**src/rtl/lane_serializer_pkg.sv**
```systemverilog
// Shared definitions for the lane serializer and other array-facing stages.
//   clog2      : constant ceiling-log2 used to size lane indices
//   idx_width  : lane index width, never narrower than one bit
//   state_t    : serializer FSM encoding (ST_IDLE / ST_SEND)
package lane_serializer_pkg;

    typedef enum logic {
        ST_IDLE = 1'b0,
        ST_SEND = 1'b1
    } state_t;

    function automatic int unsigned clog2(input int unsigned value);
        int unsigned result;
        result = 0;
        while ((64'd1 << result) < 64'(value)) begin
            result = result + 1;
        end
        return result;
    endfunction

    function automatic int unsigned idx_width(input int unsigned rows);
        return (clog2(rows) < 1) ? 1 : clog2(rows);
    endfunction

endpackage

```
**src/rtl/lane_mux.sv**
```systemverilog
// Combinational lane selector for a packed ROWS x NB_DATA vector.
//   data : packed vector, lane k at bits [(k+1)*NB_DATA-1 -: NB_DATA]
//   sel  : lane index
//   word : selected lane word (zero when sel is beyond ROWS-1)
module lane_mux
    import lane_serializer_pkg::*;
#(
    parameter int unsigned NB_DATA = 8,
    parameter int unsigned ROWS    = 8,
    localparam int unsigned NB_IDX = idx_width(ROWS)
) (
    input  logic [NB_DATA*ROWS-1:0] data,
    input  logic [NB_IDX-1:0]       sel,
    output logic [NB_DATA-1:0]      word
);

    // Explicit compare loop keeps non-power-of-two ROWS free of X on unused indices.
    always_comb begin
        word = '0;
        for (int k = 0; k < int'(ROWS); k++) begin
            if (sel == NB_IDX'(k)) begin
                word = data[k*NB_DATA +: NB_DATA];
            end
        end
    end

endmodule

```
**src/rtl/lane_serializer.sv**
```systemverilog
// Captures one packed lane vector and streams its lanes, lane 0 first, over
// a valid/ready interface together with lane index, last flag and running sum.
//   clock, i_reset       : clock and asynchronous active-low reset
//   i_data/i_valid/o_ready : upstream vector handshake
//   o_data/o_valid/i_ready : downstream beat handshake
//   o_lane, o_last, o_sum  : beat index, last-beat flag, sum of lanes 0..o_lane
// o_ready depends combinationally on i_ready during the last beat so a new
// vector can be captured with no idle bubble.
module lane_serializer
    import lane_serializer_pkg::*;
#(
    parameter int unsigned NB_DATA = 8,
    parameter int unsigned ROWS    = 8,
    localparam int unsigned NB_IDX = idx_width(ROWS),
    localparam int unsigned NB_SUM = NB_DATA + NB_IDX
) (
    input  logic                    clock,
    input  logic                    i_reset,
    input  logic [NB_DATA*ROWS-1:0] i_data,
    input  logic                    i_valid,
    output logic                    o_ready,
    output logic [NB_DATA-1:0]      o_data,
    output logic                    o_valid,
    input  logic                    i_ready,
    output logic [NB_IDX-1:0]       o_lane,
    output logic                    o_last,
    output logic [NB_SUM-1:0]       o_sum
);

    localparam logic [NB_IDX-1:0] LAST_LANE = NB_IDX'(ROWS - 1);

    state_t                  state;
    logic [NB_DATA*ROWS-1:0] shadow;
    logic [NB_IDX-1:0]       lane;
    logic [NB_SUM-1:0]       sum_reg;
    logic [NB_DATA-1:0]      lane_word;
    logic                    is_last;
    logic                    capture;
    logic                    take_beat;

    lane_mux #(
        .NB_DATA (NB_DATA),
        .ROWS    (ROWS)
    ) u_lane_mux (
        .data (shadow),
        .sel  (lane),
        .word (lane_word)
    );

    assign is_last   = (state == ST_SEND) && (lane == LAST_LANE);
    assign o_valid   = (state == ST_SEND);
    assign o_data    = lane_word;
    assign o_lane    = lane;
    assign o_last    = is_last;
    assign o_sum     = sum_reg + NB_SUM'(lane_word);

    // Gated by reset so the upstream sees not-ready the moment reset asserts.
    always_comb begin
        o_ready = 1'b0;
        if (i_reset) begin
            if (state == ST_IDLE) begin
                o_ready = 1'b1;
            end else begin
                o_ready = is_last & i_ready;
            end
        end
    end

    assign capture   = o_ready & i_valid;
    assign take_beat = o_valid & i_ready;

    always_ff @(posedge clock or negedge i_reset) begin
        if (!i_reset) begin
            state   <= ST_IDLE;
            shadow  <= '0;
            lane    <= '0;
            sum_reg <= '0;
        end else begin
            if (capture) begin
                // Covers both IDLE capture and back-to-back capture on the last beat.
                shadow  <= i_data;
                lane    <= '0;
                sum_reg <= '0;
                state   <= ST_SEND;
            end else if (take_beat) begin
                if (is_last) begin
                    state   <= ST_IDLE;
                    lane    <= '0;
                    sum_reg <= '0;
                end else begin
                    lane    <= lane + NB_IDX'(1);
                    sum_reg <= o_sum;
                end
            end
        end
    end

endmodule

```
**config.mk**
```make
export PLATFORM = sky130hd
export DESIGN_NAME = lane_serializer
export DESIGN_NICKNAME = d
export VERILOG_FILES = /design/src/rtl/lane_serializer_pkg.sv /design/src/rtl/lane_mux.sv /design/src/rtl/lane_serializer.sv
export SDC_FILE = /design/constraint.sdc
export NUM_CORES = 1
export LEC_CHECK = 0
export CORE_ASPECT_RATIO = 1.75
export CORE_MARGIN = 2
export CORE_UTILIZATION = 55
export CTS_BUF_LIST = sky130_fd_sc_hd__clkbuf_4 sky130_fd_sc_hd__clkbuf_8
export CTS_CLUSTER_SIZE = 14
export DETAILED_ROUTE_END_ITERATION = 6
export PLACE_DENSITY = 0.91
export SYNTH_ARGS = -nofsm -noshare
export SYNTH_HDL_FRONTEND = slang
export SYNTH_SLANG_ARGS = --single-unit
export TNS_END_PERCENT = 20
```
**constraint.sdc**
```tcl
create_clock -name clock -period 8.45 [get_ports clock]
set_input_delay 2.1125 -clock clock [delete_from_list [all_inputs] [get_ports clock]]
set_output_delay 2.1125 -clock clock [all_outputs]
set_load 0.01 [all_outputs]
```
Word-level counts from Yosys, hierarchy flattened
Cells that the tools add are included.
Widths: inputs -> output; s select.

cells by class
  muxes and demuxes = 19
  reduce and logical (&&, ||, !) cells = 5
  eq/ne operators = 7
  bitwise operators = 3
  add/subtract/negate cells = 2

operators with widths
  operator             number
  $mux 8               8
  $mux 11              3
  $eq 3x3->1 const B   4
  $add 11x8->11        1
  $mux 3               3
  $eq 3x2->1 const B   2
  $mux 1               5
  $reduce_bool 2->1    2
  $add 3x1->3 const B  1
  $and 1x1->1          3
  $eq 3x1->1 const B   1
  $logic_not 3->1      1
  $reduce_and 2->1     1
  $logic_and 1x1->1    1

storage, ports and cells
  register bits after elaboration = 79
  input port bits = 68
  word-level logic and storage cells = 40

Logic depth before layout (Yosys ltp)
Gate-level depths: netlist (run 1).

  depth in word-level cells = 13
  mapped depth = 17

Cells and area by module
Synthesis (run 1) repeated with hierarchy kept, for this count alone.

unflattened totals
  cells, all modules = 269
  area, all modules = 3960.0 µm²

modules (own cells, without submodules)
  module           area each (µm²)  instances  cells an instance  seq. area each (µm²)
  lane_serializer  3409.5           1          240                1976.9
  lane_mux         550.5            1          29                 0.0

Worst setup path after synthesis (run 1)
No wires, ideal clock.

  path type = flip-flop to output port
  start = register lane[2], in the netlist o_lane[2]
  end = output port o_sum[10]
  data arrival time = 3.377 ns
  stages on the path, launching flop included = 17
  slack = 2.960 ns
  cells stage by stage = dfrtp_1 > buf_2 > inv_1 > ha_1 > buf_2 > nor2_1 > a32oi_1 > a221oi_1 > a221o_1 > ha_1 > inv_1 > fa_1 > nor2b_4 > o31a_4 > o22ai_2 > nor2_1 > xor2_1

on the way
  cells in the longest elaborated chain, start to end = 10

RTL lines
  what                      line                   source
  start: declaration        lane_serializer.sv:34  logic [NB_IDX-1:0] lane;
  start signal: assignment  lane_serializer.sv:91  lane <= lane + NB_IDX'(1);
  $logic_not 3->1           lane_mux.sv:21         if (sel == NB_IDX'(k)) begin
  $mux 8 (7 in a row)       lane_mux.sv:21
  $mux 8 (*)                lane_mux.sv:21
  net o_data[0]             lane_serializer.sv:22  output logic [NB_DATA-1:0] o_data,
  $add 11x8->11 (*)         lane_serializer.sv:55  assign o_sum = sum_reg + NB_SUM'(lane_word);
  end: declaration          lane_serializer.sv:27  output logic [NB_SUM-1:0] o_sum

The timed path passes the listed nets; every way through them passes the cells marked *.

Worst setup path after layout (run 1)
  start = register lane[1], in the netlist o_lane[1]
  end = output port o_sum[10]

on the way
  cells in the longest elaborated chain, start to end = 10

RTL lines
  what                 line
  $logic_not 3->1      lane_mux.sv:21
  $mux 8 (7 in a row)  lane_mux.sv:21
  $mux 8 (*)           lane_mux.sv:21
  $add 11x8->11 (*)    lane_serializer.sv:55

Mark *: on every way between the ends. The rest lies on a longest branch, timed or not.

==> impl_metrics.json, run 1 <==
{
  "post_cts_resized": 0,
  "synth_area_um2": 4040,
  "hold_end": "shadow[18]$_DFFE_PN0P_",
  "start_util_pct": 56.3,
  "clock_sinks": 79,
  "synth.top_cell.area_share_pct": 48.9,
  "synth_largest_area_cell": "dfrtp_1",
  "critical_path_required_ps": 6340,
  "finClkSkew_ps": 15.1,
  "swShare_pct": 39.3,
  "crit_chain": "inv_1 > ha_1 > o21ai_1 > a221oi_1 > a221o_1 > ha_1 > inv_1 > fa_1 > nor2b_4 > o31a_4 > o22ai_2 > nor2_1 > xor2_1 > clkdlybuf4s50_1",
  "synth_seq_area_share_pct": 48.9,
  "nFillCells": 504,
  "routed_wl_mm": 10.1,
  "worst_slew_pin_slew_ps": 1040,
  "cts_setup_buffers": 0,
  "grtUsageTotal_pct": 26.8,
  "maxCapViolCount": 0,
  "crit_buf_inv": 3,
  "seq_area_um2": 1980,
  "die_w_um": 68.8,
  "max_clock_freq_mhz": 145,
  "cts_tree": "yes",
  "cp_max_fo": 33,
  "p_clk_share_pct": 11.6,
  "antenna_left": 0,
  "combPwrFrac_pct": 59.8,
  "syn_area_per_cell_um2": 11.3,
  "h-tree-depth": 3,
  "drt_first_pass_iters": 4,
  "synth-xor-area-share_pct": 1.30,
  "p_per_area_nw_per_um2": 466,
  "drive_gt1_share_pct": 17.8,
  "ys_types": 38,
  "p_leak_nw": 2.20,
  "gp_congestion": 0.884,
  "cp-start-kind": "flop",
  "slowest_delay_ps": 810,
  "synth_compound_area_share_pct": 17.1,
  "synth_top_family_by_area": "compound AO/OA/AOI/OAI gates",
  "hold_viol_final": 0,
  "power.switching_mw": 0.950,
  "synthSimpleGateAreaFrac_pct": 8.55,
  "min-delay-start": "shadow[18]$_DFFE_PN0P_",
  "cts_root_buf": "clkbuf_8",
  "rows": 41,
  "dr_total_vias": 3200,
  "die_area_um2": 8070,
  "crit_arrival_ps": 4780,
  "drc": 0,
  "largest_reg_flops": 64,
  "grt_max_degree": 82,
  "area_growth_pct": 28.6,
  "finalMaxSlewViolations": 0,
  "grt_pass1_wl_mm": 15.9,
  "wl_per_cell_um": 18.9,
  "r2r_start": "o_lane[1]$_DFFE_PN0P_",
  "p_int_mw": 1.47,
  "n_antenna_cell": 0,
  "clk_latency_ps": 370,
  "grt_pass1_vias": 3379,
  "antenna_found_initial": 0,
  "yosysWarnings": 0,
  "portBuffers": 92,
  "cts_max_path_buffers": 2,
  "ff2ff_path_depth": 13,
  "synthMuxAreaShare_pct": 15.6,
  "viasPerCell": 6.03,
  "synth_nets": 439,
  "cpMaxStageDelayCell": "ha_1",
  "boundaryPins": 93,
  "setup_viol": 0,
  "dieHeight_um": 117,
  "ir_drop_mv": 0.224,
  "slew-limit-headroom_pct": 30.4,
  "drt_iter0_markers": 188,
  "rsz0062_at_grt": "no",
  "synth_fa_ha_area_share_pct": 4.83,
  "multi_input_area_um2": 1920,
  "coreArea_um2": 7180,
  "synth_area_leaders": "dfrtp_1 (49%), mux2_2 (16%), ha_1 (4.3%), a221o_1 (4.0%), o21ai_0 (3.2%)",
  "grt-ovfl-total": 0,
  "fin_tns_setup_ps": 0,
  "cts.clk_slew.worst_paths_ps": 80,
  "rr_endpoint": "sum_reg[10]$_DFFE_PN0P_",
  "crit_family": "adder cells",
  "placed_cells": 515,
  "nets": 523,
  "status": "complete, no violations",
  "dp_hpwl_mm": 7.69,
  "rrSetupSlack_ps": 4200,
  "syn-instance-count": 356,
  "cts_made_buffers": 9,
  "critical_path_class": "reg -> out",
  "ys_ff_latch": 79,
  "period_needed_ps": 6890,
  "end_kind": "output pin",
  "instances_no_fill": 531,
  "pwr-share-seq_pct": 28.6,
  "hp-class": "reg -> reg",
  "min_delay_path_depth": 1,
  "period_share_pct": 81.6,
  "cts_hold_buf": 0
}
[layout by cell type, fill, tap and decap left out, types with 3 or more instances in the layout]
cell type / count
a21o_1: 3
a21oi_1: 15
a221o_1: 16
a221oi_1: 9
a22o_1: 5
a32oi_1: 8
and2_1: 4
clkbuf_8: 9
clkdlybuf4s50_1: 91
clkinv_4: 4
dfrtp_1: 79
ha_1: 14
inv_1: 15
mux2_2: 56
nand2_1: 31
nand2b_1: 8
nor2_1: 15
o21a_1: 3
o21ai_0: 26
or3_1: 3
xnor2_1: 4
[logic make-up (layout without fill, tap and decap cells)]
family	Yosys count	in the layout
and+or+nand+nor	71	71
muxes	56	56
DFF	79	79
buffers and inverters	35	124
AOI/OAI and AO/OA	94	94
adders and majority gates	15	15
xor gates and xnor gates	6	6
[layer usage]
metal / global-route usage [%] / up-vias / part of all wire [%]
li1: - / 1476 / -
met1: 28.6 / 1553 / 34
met5: 0 / - / 0
met3: 4.51 / 39 / 5.1
met4: 16.7 / 0 / 5.2
met2: 46.2 / 132 / 55
[layout make-up]
cell class,instances,share of cell area (%)
flip-flops and latches,79,38.1
clock inverters,7,1.57
repair buffers,93,17.8
inverters,15,1.08
clock buffers,9,2.38
multi-input cells,242,37.0
well taps,86,2.07
[Yosys cell counts]
master,n
o21a_1,3
clkbuf_1,6
a21oi_2,1
xor2_1,2
nor3_1,1
a221o_1,16
nand4b_1,1
or4_1,2
buf_2,14
mux2_2,56
xnor2_1,4
a221oi_1,9
dfrtp_1,79
nand2_1,31
nor2b_4,1
nand3_1,2
o22ai_2,1
and2_1,4
nor2_1,15
a32o_1,2
a22o_1,5
nor2b_1,1
o31a_1,1
o31a_4,1
or3_1,3
o31ai_1,1
o21ai_1,1
o21ai_0,26
ha_1,14
inv_1,15
nand2b_1,8
nand3b_1,1
nor3b_2,1
o211ai_1,1
fa_1,1
a21oi_1,15
a32oi_1,8
a21o_1,3
[per-stage QoR]
step	power [mW]	worst slack (ps)	instance area [µm²]	hold slack [ps]	utilization, %
2_1_floorplan	1.56	2960	4040	472	-
3_3_place_gp	2.06	2190	4990	482	69.5
3_5_place_dp	2.13	2040	4990	494	69.5
4_1_cts	2.42	1570	5190	513	72.3
5_1_grt	2.59	1110	5190	535	72.3
6_report	2.42	1560	5190	511	72.3
[power groups by stage]
stage / combinational [mW] / clock, mW / sequential, mW
finish: 1.45 / 0.282 / 0.692
global route: 1.57 / 0.302 / 0.711
CTS: 1.44 / 0.286 / 0.689
detailed placement: 1.43 / 0 / 0.697
global placement: 1.38 / 0 / 0.682
floorplan: 0.913 / 0 / 0.642
[worst max path at each step]
stage          depth (start not counted)                   from  slack, ps        end
2_1_floorplan                         16  o_lane[2]$_DFFE_PN0P_       2960  o_sum[10]
3_3_place_gp                          15  o_lane[2]$_DFFE_PN0P_       2190  o_sum[10]
3_5_place_dp                          15  o_lane[2]$_DFFE_PN0P_       2040  o_sum[10]
4_1_cts                               14  o_lane[1]$_DFFE_PN0P_       1570  o_sum[10]
5_1_grt                               14  o_lane[1]$_DFFE_PN0P_       1110  o_sum[10]
6_report                              14  o_lane[1]$_DFFE_PN0P_       1560  o_sum[10]
No activity file was read; power rests on OpenSTA's default activity.
==> run 2: changes to the inputs <==
--- a/config.mk
+++ b/config.mk
@@ -7,11 +7,11 @@
 export LEC_CHECK = 0
 export CORE_ASPECT_RATIO = 1.75
 export CORE_MARGIN = 2
-export CORE_UTILIZATION = 55
+export CORE_UTILIZATION = 52
 export CTS_BUF_LIST = sky130_fd_sc_hd__clkbuf_4 sky130_fd_sc_hd__clkbuf_8
 export CTS_CLUSTER_SIZE = 14
 export DETAILED_ROUTE_END_ITERATION = 6
-export PLACE_DENSITY = 0.91
+export PLACE_DENSITY = 0.87
 export SYNTH_ARGS = -nofsm -noshare
 export SYNTH_HDL_FRONTEND = slang
 export SYNTH_SLANG_ARGS = --single-unit
==> constraint.sdc (replaced) <==
create_clock -name clock -period 7.22 [get_ports clock]
set_input_delay 1.805 -clock clock [delete_from_list [all_inputs] [get_ports clock]]
set_output_delay 1.805 -clock clock [all_outputs]
set_load 0.01 [all_outputs]
==> run 2 against run 1 <==
Count of clock-buffer cells in the layout unchanged. Hold slack lost 1.9 ps. Clock power increased by 49%. Non-clock buffer count grew 1. Sequential power rose by 16%. First-iteration DRC count shrank 2.1%. Sequential share of layout area down 0.46 points. Utilization down 2.8 points. Combinational power increased by 17%. Clock skew shrank 2.1 ps. Critical path type unchanged. Largest cell class unchanged.
==> impl_metrics.json, run 2 (synthesis results as in run 1) <==
{
  "status": "complete, no violations",
  "cp-start-kind": "flop",
  "grt-ovfl-total": 0,
  "hp-class": "reg -> reg",
  "viasPerCell": 5.91,
  "start_util_pct": 53.4,
  "fin_ws_ps": 679,
  "cts_root_buf": "clkbuf_8",
  "critical_path_required_ps": 5410,
  "nFillCells": 577,
  "antenna_found_initial": 0,
  "routed_wl_mm": 9.88,
  "slowest_delay_ps": 790,
  "grt_pass1_vias": 3338,
  "layout_common_cells": "clkdlybuf4s50_1 (91), dfrtp_1 (79), mux2_2 (56), nand2_1 (31), o21ai_0 (26)",
  "cts_made_buffers": 9,
  "maxCapViolCount": 0,
  "instances_no_fill": 534,
  "p_total_mw": 2.92,
  "portBuffers": 92,
  "cts_max_path_buffers": 2,
  "p_int_mw": 1.82,
  "hold_viol_final": 0,
  "boundaryPins": 93,
  "p_clk_share_pct": 14.4,
  "grtUsageTotal_pct": 24.2,
  "worst_slew_pin_slew_ps": 1010,
  "crit_arrival_ps": 4740,
  "swShare_pct": 37.7,
  "period_needed_ps": 6540,
  "power.switching_mw": 1.10,
  "cts.clk_slew.worst_paths_ps": 90,
  "drive_gt1_share_pct": 17.9,
  "wl_per_cell_um": 18.5,
  "rows": 42,
  "end_kind": "output pin",
  "area_growth_pct": 30.1,
  "antenna_left": 0,
  "slew-limit-headroom_pct": 32.8,
  "period_share_pct": 90.6,
  "placed_cells": 518,
  "dieHeight_um": 121,
  "crit_chain": "inv_1 > ha_1 > a21oi_1 > o21ai_0 > a32oi_1 > a221oi_1 > a221o_1 > ha_1 > inv_1 > fa_1 > nor2b_4 > o31a_4 > o22ai_2 > nor2_1 > xor2_1 > clkdlybuf4s50_1",
  "combPwrFrac_pct": 58.1,
  "final_common_cell": "clkdlybuf4s50_1",
  "finClkSkew_ps": 13.0,
  "die_area_um2": 8520,
  "finalMaxSlewViolations": 0,
  "fin_tns_setup_ps": 0,
  "cpMaxStageDelayCell": "ha_1",
  "ff2ff_path_depth": 15,
  "rsz0062_at_grt": "no",
  "min_delay_path_depth": 1,
  "post-place-ws_ps": 1110,
  "largest_reg_flops": 64,
  "grt_pass1_wl_mm": 15.9,
  "coreArea_um2": 7570,
  "critical_path_class": "reg -> out",
  "ir_drop_mv": 0.247,
  "cts_hold_buf": 0,
  "drt_iter0_markers": 184,
  "p_per_area_nw_per_um2": 556,
  "setup_viol": 0,
  "clock_sinks": 79,
  "cp_max_fo": 33,
  "cts_tree": "yes",
  "cts_setup_buffers": 0,
  "die_w_um": 70.6,
  "pwr-share-seq_pct": 27.5,
  "drc": 0,
  "dp_hpwl_mm": 7.45,
  "drt_first_pass_iters": 5,
  "p_leak_nw": 2.24,
  "dr_total_vias": 3157,
  "grt_max_degree": 81,
  "n_antenna_cell": 0,
  "max_clock_freq_mhz": 153,
  "h-tree-depth": 3,
  "post_cts_resized": 0,
  "nets": 524,
  "gp_congestion": 0.915,
  "clk_latency_ps": 360
}
==> run 2: cell types whose count changed in the layout (fill, tap and decap cells not counted) <==
cell	change
bufinv_16	+3
inv_6	-1
clkinv_2	+3
clkinvlp_4	-1
clkinv_4	-4
buf_4	+1
==> run 2: worst max-delay path: cells and delay by family (launching register included) <==
kind,cells,cell delay (ps)
xor gates and xnor gates,1,160
and+or+nand+nor,2,360
adders and majority gates,3,1400
DFF,1,440
AOI/OAI and AO/OA,7,1300
buffers and inverters,3,700
==> run 2: layout make-up <==
type,count,area [µm²],area share (%)
multi-input combinational,242,1920,36.6
inverter,15,56.3,1.07
timing repair buffer,94,933,17.8
tap,88,110,2.09
clock inverter,7,135,2.57
clock buffer,9,124,2.36
sequential,79,1980,37.6
==> run 2: stage by stage <==
stage                     area (µm²)  hold WS, ps  util, %
final                           5260          509     69.5
after floorplan                 4040          472        -
after CTS                       5260          512     69.5
after detailed placement        5000          487     66.1
after global placement          5000          486     66.1
after global routing            5260          523     69.5
==> run 2: worst paths after layout <==
kind	start	end	slack (ps)
worst min-delay path	shadow[17]$_DFFE_PN0P_	shadow[17]$_DFFE_PN0P_	510
max in group asynchronous	i_reset	shadow[17]$_DFFE_PN0P_	4860
worst max-delay path	o_lane[1]$_DFFE_PN0P_	o_sum[10]	680
worst max register to register	o_lane[1]$_DFFE_PN0P_	sum_reg[10]$_DFFE_PN0P_	3040
worst min register to register	shadow[17]$_DFFE_PN0P_	shadow[17]$_DFFE_PN0P_	510
min in group asynchronous	i_reset	o_valid$_DFFE_PN0P_	1680
==> run 2: metal layers <==
layer / wire [µm] / vias up / GRT usage, %
met4: 320 / 0 / 11.6
met2: 5560 / 105 / 45.2
met3: 404 / 25 / 4.58
li1: - / 1479 / -
met1: 3600 / 1548 / 25.7
met5: 0 / - / 0
==> run 2: power by group through the flow <==
stage / Clock, mW / Combinational (mW) / Sequential [mW]
final: 0.421 / 1.70 / 0.805
after global placement: 0 / 1.66 / 0.799
after CTS: 0.428 / 1.70 / 0.802
after global routing: 0.448 / 1.83 / 0.825
after floorplan: 0 / 1.07 / 0.752
after detailed placement: 0 / 1.68 / 0.810
